$ cat src/rtl/reg_access_if.sv
// Requester-side bus of the shared register bank: flattened per-requester
// request fields plus the arbiter's grant, completion and read-data returns.
interface reg_access_if #(
    parameter int unsigned NREQ  = 4,
    parameter int unsigned WIDTH = 2,
    parameter int unsigned NREGS = 4
);
    localparam int unsigned AW = (NREGS > 1) ? $clog2(NREGS) : 1;

    logic [NREQ-1:0]       req;
    logic [NREQ-1:0]       we;
    logic [NREQ*AW-1:0]    addr;
    logic [NREQ*WIDTH-1:0] wdata;
    logic [NREQ-1:0]       gnt;
    logic [NREQ-1:0]       ack;
    logic [WIDTH-1:0]      rdata;

    modport master (
        output req, we, addr, wdata,
        input  gnt, ack, rdata
    );

    modport slave (
        input  req, we, addr, wdata,
        output gnt, ack, rdata
    );
endinterface

$ cat src/rtl/reg_access_arbiter.sv
// Round-robin arbiter that serialises single read/write accesses from NREQ
// requesters into a small register bank through an IDLE/GRANT/COMMIT sequence.
module reg_access_arbiter #(
    parameter int unsigned NREQ  = 4,
    parameter int unsigned WIDTH = 2,
    parameter int unsigned NREGS = 4
) (
    input  logic                   clk,
    input  logic                   rst_n,
    reg_access_if.slave            bus,
    input  logic                   clr,
    output logic [NREGS*WIDTH-1:0] regs,
    output logic                   busy
);
    localparam int unsigned AW = (NREGS > 1) ? $clog2(NREGS) : 1;
    localparam int unsigned PW = $clog2(NREQ);

    typedef enum logic [1:0] {
        IDLE   = 2'd0,
        GRANT  = 2'd1,
        COMMIT = 2'd2
    } state_t;

    state_t                           state_q, state_d;
    logic   [NREQ-1:0]                gnt_q, gnt_d;
    logic   [NREQ-1:0]                ack_q, ack_d;
    logic   [PW-1:0]                  win_q, win_d;
    logic   [PW-1:0]                  ptr_q, ptr_d;
    logic   [WIDTH-1:0]               rdata_q;
    logic   [NREGS-1:0][WIDTH-1:0]    regs_q;

    logic                             pick_valid;
    logic   [PW-1:0]                  pick;
    logic                             do_access;
    logic   [AW-1:0]                  addr_a  [NREQ];
    logic   [WIDTH-1:0]               wdata_a [NREQ];
    logic                             we_w;
    logic   [AW-1:0]                  addr_w;
    logic   [WIDTH-1:0]               wdata_w;
    logic                             addr_ok;

    // Unflatten per-requester address and write-data slices.
    for (genvar i = 0; i < NREQ; i++) begin : g_unpack
        assign addr_a[i]  = bus.addr[i*AW +: AW];
        assign wdata_a[i] = bus.wdata[i*WIDTH +: WIDTH];
    end

    assign we_w    = bus.we[win_q];
    assign addr_w  = addr_a[win_q];
    assign wdata_w = wdata_a[win_q];
    assign addr_ok = (32'(addr_w) < NREGS);

    // First requesting index at or after the rotation pointer, wrapping.
    always_comb begin
        int unsigned idx;
        pick_valid = 1'b0;
        pick       = '0;
        idx        = 0;
        for (int unsigned k = 0; k < NREQ; k++) begin
            idx = (32'(ptr_q) + k) % NREQ;
            if (!pick_valid && bus.req[PW'(idx)]) begin
                pick_valid = 1'b1;
                pick       = PW'(idx);
            end
        end
    end

    always_comb begin
        state_d   = state_q;
        gnt_d     = '0;
        ack_d     = '0;
        win_d     = win_q;
        ptr_d     = ptr_q;
        do_access = 1'b0;
        unique case (state_q)
            IDLE: begin
                if (pick_valid) begin
                    win_d   = pick;
                    gnt_d   = NREQ'(1) << pick;
                    state_d = GRANT;
                end
            end
            GRANT: begin
                // A requester that withdraws here aborts without moving the pointer.
                if (bus.req[win_q]) begin
                    do_access = 1'b1;
                    ack_d     = NREQ'(1) << win_q;
                    state_d   = COMMIT;
                end else begin
                    state_d = IDLE;
                end
            end
            COMMIT: begin
                ptr_d   = (32'(win_q) == NREQ - 1) ? '0 : win_q + PW'(1);
                state_d = IDLE;
            end
            default: begin
                state_d = IDLE;
            end
        endcase
    end

    always_ff @(posedge clk or negedge rst_n) begin
        if (!rst_n) begin
            state_q <= IDLE;
            gnt_q   <= '0;
            ack_q   <= '0;
            win_q   <= '0;
            ptr_q   <= '0;
        end else begin
            state_q <= state_d;
            gnt_q   <= gnt_d;
            ack_q   <= ack_d;
            win_q   <= win_d;
            ptr_q   <= ptr_d;
        end
    end

    // Register bank: clear outranks a same-edge write; reads see pre-clear data.
    always_ff @(posedge clk or negedge rst_n) begin
        if (!rst_n) begin
            regs_q  <= '0;
            rdata_q <= '0;
        end else begin
            if (clr) begin
                regs_q <= '0;
            end else if (do_access && we_w && addr_ok) begin
                regs_q[addr_w] <= wdata_w;
            end
            if (do_access && !we_w) begin
                rdata_q <= addr_ok ? regs_q[addr_w] : '0;
            end
        end
    end

    assign bus.gnt   = gnt_q;
    assign bus.ack   = ack_q;
    assign bus.rdata = rdata_q;
    assign regs      = regs_q;
    assign busy      = (state_q != IDLE);

endmodule

$ cat src/flat_wrapper.sv
// flat-port wrapper written by rule: the top's interface ports become plain ports
module reg_access_arbiter_flat 
#(
    parameter int unsigned NREQ  = 4,
    parameter int unsigned WIDTH = 2,
    parameter int unsigned NREGS = 4
)
  (clk, rst_n, clr, regs, busy, bus_req, bus_we, bus_addr, bus_wdata, bus_gnt, bus_ack, bus_rdata);
  reg_access_if #(.NREQ(NREQ), .WIDTH(WIDTH), .NREGS(NREGS)) bus_i ();
  input  logic clk;
  input  logic rst_n;
  input  logic clr;
  output logic [NREGS*WIDTH-1:0] regs;
  output logic busy;
  input wire logic [$bits(bus_i.req)-1:0] bus_req;
  input wire logic [$bits(bus_i.we)-1:0] bus_we;
  input wire logic [$bits(bus_i.addr)-1:0] bus_addr;
  input wire logic [$bits(bus_i.wdata)-1:0] bus_wdata;
  output wire logic [$bits(bus_i.gnt)-1:0] bus_gnt;
  output wire logic [$bits(bus_i.ack)-1:0] bus_ack;
  output wire logic [$bits(bus_i.rdata)-1:0] bus_rdata;
  assign bus_i.req = bus_req;
  assign bus_i.we = bus_we;
  assign bus_i.addr = bus_addr;
  assign bus_i.wdata = bus_wdata;
  assign bus_gnt = bus_i.gnt;
  assign bus_ack = bus_i.ack;
  assign bus_rdata = bus_i.rdata;
  reg_access_arbiter #(.NREQ(NREQ), .WIDTH(WIDTH), .NREGS(NREGS)) u_core (.clk(clk), .rst_n(rst_n), .bus(bus_i), .clr(clr), .regs(regs), .busy(busy));
endmodule
$ cat config.mk
export PLATFORM = sky130hd
export DESIGN_NAME = reg_access_arbiter_flat
export DESIGN_NICKNAME = d
export VERILOG_FILES = /design/src/rtl/reg_access_if.sv /design/src/rtl/reg_access_arbiter.sv /design/src/flat_wrapper.sv
export SDC_FILE = /design/constraint.sdc
export NUM_CORES = 1
export LEC_CHECK = 0
export ABC_AREA = 1
export CORE_ASPECT_RATIO = 0.6
export CORE_MARGIN = 3
export CORE_UTILIZATION = 51
export CTS_CLUSTER_DIAMETER = 50
export DETAILED_ROUTE_END_ITERATION = 7
export PLACE_DENSITY = 0.85
export SLEW_MARGIN = 40
export SYNTH_ARGS = -nofsm -noshare
export SYNTH_HDL_FRONTEND = slang
export SYNTH_SLANG_ARGS = --single-unit
$ cat constraint.sdc
create_clock -name clk -period 3.7 [get_ports clk]
set_clock_uncertainty 0.1 [all_clocks]
set_input_delay 1.11 -clock clk [delete_from_list [all_inputs] [get_ports clk]]
set_output_delay 1.11 -clock clk [all_outputs]
set_load 0.03 [all_outputs]
# Word level (Yosys, flattened, before mapping)
# Cells that the tools add are included.
# totals
reg_bits	24
elab_cells	86
in_bits	27
output_inout_bits	19
# op_classes
reduce_logical	14
eq_ne	4
bitwise_logic	1
shifts	2
magnitude_cmp	8
mux	43
n_addsub	4
# ops
op	n
two-way mux 2 bit	13
< comparator 2 x 3 -> 1 bit (second input constant)	6
two-way mux 4 bit	4
two-way mux 8 bit	2
binary-select mux 1 bit (select 2 bit)	6
binary-select mux 2 bit (select 2 bit)	3
two-way mux 1 bit	12
bitwise mux 8 bit	1
left shift 1 x 2 -> 4 bit (first input constant)	2
logical AND 1 bit	6
adder 2 x 1 -> 2 bit (second input constant)	2
adder 2 bit (second input constant)	2
demux 2 bit (select 2 bit)	1
== test 2 bit (second input constant)	2
zero test 1 bit	4
one-hot mux 2 bit (2 select lines)	1
nonzero test 2 bit	2
greater-or-equal comparator 3 bit (second input constant)	1
NOT 2 -> 3 bit	1
== test 2 x 1 -> 1 bit (second input constant)	1
greater-or-equal comparator 2 x 1 -> 1 bit (second input constant)	1
zero test 2 bit	1
!= test 2 x 1 -> 1 bit (second input constant)	1
AND reduction 2 bit	1

# Logic depth before layout (Yosys ltp)
# Gate-level depths: netlist (run 1).
# logic_depth
depth_word	15
ltp_mapped	11
depth_no_buf	11

# Worst setup path before layout (run 1)
# OpenSTA, ideal clock, no wires.
# synth_timing
path_kind	input to register
start	input bus_req[1]
end	register u_core.gnt_q[2], in the netlist u_core.bus.gnt[2]
stages	10
arrival_ps	1886
setup_ps	120
t_required_ps	3480
path_buffers	0
path_slack_ps	1594
cell_sequence	inv_1 > nand2_1 > nand3_1 > nand2_2 > nor2_4 > nand3_1 > nand2_1 > nand2_1 > nand2_1 > nor2_1
# synth_between
elab_chain_len	15
elab_cells_between_ends	25
classes_between	shift: 1; mux: 18; reduce/logical: 6
# synth_rtl
element	line_no	rtl
start: declaration	flat_wrapper.sv:15	input wire logic [$bits(bus_i.req)-1:0] bus_req;
binary-select mux 1 bit (select 2 bit)	reg_access_arbiter.sv:61	if (!pick_valid && bus.req[PW'(idx)]) begin
two-way mux 1 bit (implied by the code)	reg_access_arbiter.sv:61	
two-way mux 1 bit	reg_access_arbiter.sv:61	
zero test 1 bit	reg_access_arbiter.sv:61	
logical AND 1 bit	reg_access_arbiter.sv:61	
two-way mux 1 bit	reg_access_arbiter.sv:61	
zero test 1 bit	reg_access_arbiter.sv:61	
logical AND 1 bit	reg_access_arbiter.sv:61	
two-way mux 1 bit	reg_access_arbiter.sv:61	
zero test 1 bit	reg_access_arbiter.sv:61	
logical AND 1 bit	reg_access_arbiter.sv:61	
two-way mux 2 bit	reg_access_arbiter.sv:61	
left shift 1 x 2 -> 4 bit	reg_access_arbiter.sv:79	gnt_d = NREQ'(1) << pick;
two-way mux 4 bit *	reg_access_arbiter.sv:77	if (pick_valid) begin
two-way mux 4 bit *	reg_access_arbiter.sv:75	unique case (state_q)
named net u_core.gnt_d[2]	reg_access_arbiter.sv:25	logic [NREQ-1:0] gnt_q, gnt_d;
end signal: assignment	reg_access_arbiter.sv:112	gnt_q <= gnt_d;
end: declaration	reg_access_arbiter.sv:25	
# Mark *: on every way through the listed nets, which the timed path passes. The rest lies on a longest branch. The select of a mux whose other input is x is not followed.
# A chain may end at the register's enable or synchronous reset.

# Worst setup path in the final report (run 1)
# layout_timing
start	register u_core.state_q[1]
end	output busy
# layout_between
elab_chain_len	1
# layout_rtl
element	line_no	rtl
start: declaration	reg_access_arbiter.sv:24	state_t state_q, state_d;
start signal: assignment	reg_access_arbiter.sv:111	state_q <= state_d;
nonzero test 2 bit	reg_access_arbiter.sv:140	assign busy = (state_q != IDLE);
end: declaration	flat_wrapper.sv:14	output logic busy;
# Every way passes these cells.

==> flow_metrics.py, run 1 <==
metrics = {
    "pwr": {
        "power_density_nw_per_um2": 724,
        "power.leakage_nw": 1.08,
        "p_total_w": 0.00153,
        "ir_drop_v": 0.000371,
    },
    "timing": {
        "setup_ws_ps": 1010,
        "relSlewSlack_pct": 63.1,
        "min_period_ps": 2690,
        "hold_viol_final": 0,
        "finalSetupTns_ps": 0,
        "setup_viol": 0,
        "final_max_slew_viol_count": 0,
        "rsz0062_at_grt": "no",
        "post-route-period-util_pct": 72.6,
        "worst_pin_slew_ps": 554,
        "fmax_mhz": 372,
    },
    "routing": {
        "wl_um": 4170,
        "num_vias": 1641,
        "ant_nets": 0,
        "first_iter_violations": 123,
        "firstDrtPassIters": 5,
        "vias_per_cell": 5.18,
        "post_drt_wl_per_cell_um": 13.1,
        "remaining_drc_errors": 0,
    },
    "hold_path": {
        "min_path_cells": 2,
        "min-delay-start": "u_core.bus.rdata[0]",
        "hold_path.class": "reg2reg",
        "min_to": "u_core.bus.rdata[0]",
    },
    "cts": {
        "htreeDepth": 1,
        "cts_tree": "built",
        "root_buffer": "clkbuf_8",
        "clock_sinks": 24,
        "cts_buffer_depth": 2,
        "clk_latency_ps": 270,
        "holdBufCountCts": 0,
        "path_clk_slew_ps": 80,
        "post-cts-setup-buffer-count": 0,
        "cts_resized": 0,
        "cts_buffers": 3,
    },
    "floorplan": {
        "core_area_sq_um": 2720,
        "die_h_um": 49.2,
        "die_w_um": 77.9,
        "placementRows": 14,
        "start_util_pct": 58.3,
        "dieArea_sq_um": 3830,
        "io_pins": 46,
    },
    "synth": {
        "synth_seq_cells": 24,
        "synth_area_leaders": "dfrtp_1 (38%), nand2_1 (22%), nand3_1 (8.2%), nor2_1 (4.3%), inv_1 (3.8%)",
        "yosysTopAreaCell": "dfrtp_1",
        "async_flop_share_pct": 100,
        "netlist_instances": 233,
        "avgSynthCellArea_sq_um": 6.79,
        "ys_warn_count": 0,
        "synthTopCellsByCount": "nand2_1 (92), nand3_1 (26), dfrtp_1 (24), nor2_1 (18), inv_1 (16)",
        "synth_cell_types": 19,
        "syn_area_sq_um": 1580,
        "synth_edf_count": 0,
        "synthesis.nets": 264,
        "yosysMostFrequentCell": "nand2_1",
        "synth_ff_type": "dfrtp_1",
        "seq_area_frac_synth_pct": 37.9,
        "synth_top_area_share_pct": 37.9,
    },
    "critical_path": {
        "reg2reg_depth": 9,
        "r2r-end": "u_core.regs[5]",
        "r2r-start": "u_core.win_q[0]",
        "cp_cell_sequence": "nor2_1 -> inv_1 -> clkdlybuf4s50_1",
        "cp_max_fo": 3,
        "slowest_stage": "clkdlybuf4s50_1",
        "start_kind": "flip-flop",
        "required_ps": 2490,
        "cpPeakStageDelay_ps": 590,
        "endpoint_kind": "primary output",
        "arrival_ps": 1480,
        "critical_path_class": "reg2out",
        "r2r_slack_ps": 1530,
    },
    "placement": {
        "io_buffers": 45,
        "place_ws_ps": 891,
        "place.gp.congestion": 1.01,
        "dp_hpwl_um": 3240,
    },
    "global_routing": {
        "grt_max_degree": 25,
        "antenna_found_initial": 0,
        "grt_pass1_wl_um": 6820,
        "grt_pass1_vias": 1426,
        "grt_usage_pct": 22.5,
        "grt-ovfl-total": 0,
    },
    "finish": {
        "drive_gt1_share_pct": 8.30,
        "fin_util_pct": 77.7,
        "final_nets": 309,
        "diodes": 0,
        "area_growth_pct": 33.3,
        "fill_cells": 216,
    },
    "status": {
        "outcome": "complete, no violations",
    },
    "job": {
        "drv_cap": 0,
    },
}
==> registers in the layout (all words and copies together) (netlist names) <==
name              count
u_core.bus.gnt        4
u_core.ptr_q          2
u_core.win_q          2
u_core.bus.ack        4
u_core.bus.rdata      2
u_core.state_q        2
u_core.regs           8
==> how the worst max path moves through the flow <==
stage | from | endpoint | cells after the start
after global routing | bus_req[2] | u_core.regs[5] | 10
after global placement | bus_req[2] | u_core.regs[2] | 10
final | u_core.state_q[1] | busy | 3
after detailed placement | bus_req[2] | u_core.regs[1] | 10
after CTS | u_core.state_q[1] | busy | 3
after floorplan | bus_req[1] | u_core.bus.gnt[2] | 10
==> per-layer routing <==
layer / GRT usage [%] / share of wire (%)
met1: 36.0 / 52
met2: 30.7 / 39
met3: 4.61 / 8.2
met4: 4.36 / 0.65
met5: 0 / 0
==> worst max-delay path: cells and delay by family, from the launching register on <==
kind          cells  cell delay, ps
buf+inv           2             640
flops             1             400
simple gates      1             170
==> logic make-up (layout without fill, tap and decap cells) <==
kind of cell	count (synthesis)	after routing	share of synthesized area, %
compound gates	20	20	6.64
simple gates	157	157	43.7
buf+inv	28	72	8.54
fa+ha+maj	4	4	3.16
flops	24	24	37.9
==> power breakdown <==
| group | internal, W | switching, W |
|---|---|---|
| Sequential | 0.000326 | 0.0000886 |
| Clock | 0.000145 | 0.0000827 |
| Combinational | 0.000292 | 0.000594 |
==> cells in the final DEF (no fill, tap or decap), drive strengths merged <==
| cell type | Yosys | layout |
|---|---|---|
| a21oi | 11 | 11 |
| a22oi | 2 | 2 |
| buf | 6 | 1 |
| bufinv | 0 | 1 |
| clkbuf | 0 | 3 |
| clkdlybuf4s50 | 0 | 45 |
| dfrtp | 24 | 24 |
| ha | 4 | 4 |
| inv | 22 | 22 |
| nand2 | 99 | 99 |
| nand3 | 28 | 28 |
| nand4 | 9 | 9 |
| nor2 | 21 | 21 |
| o21ai | 7 | 7 |
==> layout make-up <==
class / count / area, sq um / area share [%]
timing repair buffer: 46 / 458 / 21.7
sequential: 24 / 601 / 28.5
clock inverter: 1 / 30.0 / 1.42
tap: 40 / 50.0 / 2.37
inverter: 22 / 82.6 / 3.91
clock buffer: 3 / 41.3 / 1.96
multi-input combinational: 181 / 847 / 40.2
==> through the flow <==
| step | hold slack, ps | std cells | area, sq um |
|---|---|---|---|
| global placement | 366 | 313 | 2040 |
| detailed placement | 368 | 313 | 2040 |
| global route | 430 | 317 | 2110 |
| finish | 389 | 317 | 2110 |
| floorplan | 448 | 233 | 1580 |
| CTS | 389 | 317 | 2110 |
Note: power is estimated with default switching activity, not from simulation.
==> run 2, diff against run 1 <==
--- a/config.mk
+++ b/config.mk
@@ -8,10 +8,10 @@
 export ABC_AREA = 1
 export CORE_ASPECT_RATIO = 0.6
 export CORE_MARGIN = 3
-export CORE_UTILIZATION = 51
+export CORE_UTILIZATION = 47
 export CTS_CLUSTER_DIAMETER = 50
 export DETAILED_ROUTE_END_ITERATION = 7
-export PLACE_DENSITY = 0.85
+export PLACE_DENSITY = 0.79
 export SLEW_MARGIN = 40
 export SYNTH_ARGS = -nofsm -noshare
 export SYNTH_HDL_FRONTEND = slang
==> constraint.sdc (replaced) <==
create_clock -name clk -period 2.5 [get_ports clk]
set_clock_uncertainty 0.1 [all_clocks]
set_input_delay 0.75 -clock clk [delete_from_list [all_inputs] [get_ports clk]]
set_output_delay 0.75 -clock clk [all_outputs]
set_load 0.03 [all_outputs]
==> run 2 against run 1 <==
  * Critical path depth stayed put
  * Core utilization is 7.7 points lower
  * Hold slack better by 0.81 ps
  * Largest cell class unchanged
  * Sequential cell count stayed put
  * Count of clock-buffer cells in the layout stayed put
==> flow_metrics.py, run 2 (synthesis results as in run 1) <==
metrics = {
    "status": {
        "outcome": "complete, no violations",
    },
    "cts": {
        "cts_tree": "built",
        "post-cts-setup-buffer-count": 0,
        "path_clk_slew_ps": 80,
        "htreeDepth": 1,
        "cts_resized": 0,
        "cts_buffer_depth": 2,
        "holdBufCountCts": 0,
        "clock_sinks": 24,
        "cts_buffers": 3,
        "root_buffer": "clkbuf_8",
        "clk_latency_ps": 270,
    },
    "routing": {
        "vias_per_cell": 5.19,
        "post_drt_wl_per_cell_um": 13.0,
        "wl_met1_um": 2210,
        "remaining_drc_errors": 0,
        "dr.max_layer_used": "met4",
        "wl_met3_um": 386,
        "first_iter_violations": 226,
        "num_vias": 1667,
        "firstDrtPassIters": 4,
        "met2WireLength_um": 1510,
        "ant_nets": 0,
        "wl_um": 4170,
    },
    "timing": {
        "relSlewSlack_pct": 69.2,
        "fmax_mhz": 415,
        "rsz0062_at_grt": "no",
        "setup_viol": 0,
        "holdWs_ps": 389,
        "worst_pin_slew_ps": 461,
        "hold_viol_final": 0,
        "final_max_slew_viol_count": 0,
        "min_period_ps": 2410,
        "setup_ws_ps": 91.0,
        "post-route-period-util_pct": 96.4,
        "finalSetupTns_ps": 0,
    },
    "pwr": {
        "p_total_w": 0.00230,
        "ir_drop_v": 0.000663,
        "power.leakage_nw": 1.09,
        "power_density_nw_per_um2": 1080,
    },
    "global_routing": {
        "grt_usage_pct": 22.2,
        "grt_max_degree": 25,
        "grt_pass1_wl_um": 6960,
        "grt_pass1_vias": 1421,
        "grt-ovfl-total": 0,
        "antenna_found_initial": 0,
    },
    "finish": {
        "diodes": 0,
        "largest_register_ffs": 8,
        "layout_commonest_cell": "nand2_1",
        "area_growth_pct": 34.4,
        "final_cell_mix": "nand2_1 (92), clkdlybuf4s50_1 (45), nand3_1 (26)",
        "final_nets": 311,
        "drive_gt1_share_pct": 8.96,
    },
    "hold_path": {
        "hold_path.class": "reg2reg",
    },
    "placement": {
        "io_buffers": 45,
        "place.gp.congestion": 0.898,
        "place_ws_ps": 62.3,
        "dp_hpwl_um": 3280,
    },
    "floorplan": {
        "die_h_um": 51.0,
        "placementRows": 15,
        "io_pins": 46,
        "start_util_pct": 52.1,
        "core_area_sq_um": 3040,
        "dieArea_sq_um": 4120,
        "die_w_um": 80.9,
    },
    "critical_path": {
        "start_kind": "flip-flop",
        "critical_path_class": "reg2out",
        "arrival_ps": 1560,
        "required_ps": 1650,
        "endpoint_kind": "primary output",
        "cp_max_fo": 2,
    },
    "job": {
        "drv_cap": 0,
    },
}
## run 2: changes by cell type in the layout (fill, tap and decap cells not counted)
| cell | before | now |
|---|---|---|
| buf_4 | 1 | 3 |
## run 2: final timing paths
check	start	slack (ps)	depth (start not counted)	end
max	u_core.state_q[0]	90	3	busy
min	u_core.bus.rdata[0]	390	2	u_core.bus.rdata[0]
max reg2reg	u_core.win_q[1]	500	9	u_core.regs[4]
min reg2reg	u_core.bus.rdata[0]	390	2	u_core.bus.rdata[0]
max in group asynchronous	rst_n	1330	2	u_core.bus.ack[3]
min in group asynchronous	rst_n	740	2	u_core.bus.ack[0]
## run 2: final cells by class
class	instances	area, sq um
sequential	24	601
multi-input combinational	181	847
timing repair buffer	48	473
inverter	22	82.6
clock buffer	3	41.3
fill	263	913
clock inverter	1	30.0
tap	42	52.6
## run 2: stage by stage
step | cells | cell area, sq um | util, %
after floorplan | 233 | 1580 | -
after global placement | 317 | 2060 | 67.6
after detailed placement | 317 | 2060 | 67.6
after CTS | 321 | 2130 | 70.0
after global routing | 321 | 2130 | 70.0
final | 321 | 2130 | 70.0
## run 2: report_power, final
part | switching (W) | internal, W
combinational | 0.000915 | 0.000450
sequential | 0.000107 | 0.000484
clock | 0.000128 | 0.000214
## run 2: metal layers
layer,vias to the layer above,global-route usage (%)
li1,841,-
met1,733,36.6
met2,87,27.4
met3,6,5.46
met4,0,6.18
met5,-,0
## run 2: critical path, cell delays in order (launching register included)
cell and delay [ps]:
dfrtp_1 390, nor2_1 240, inv_1 70, clkdlybuf4s50_1 590
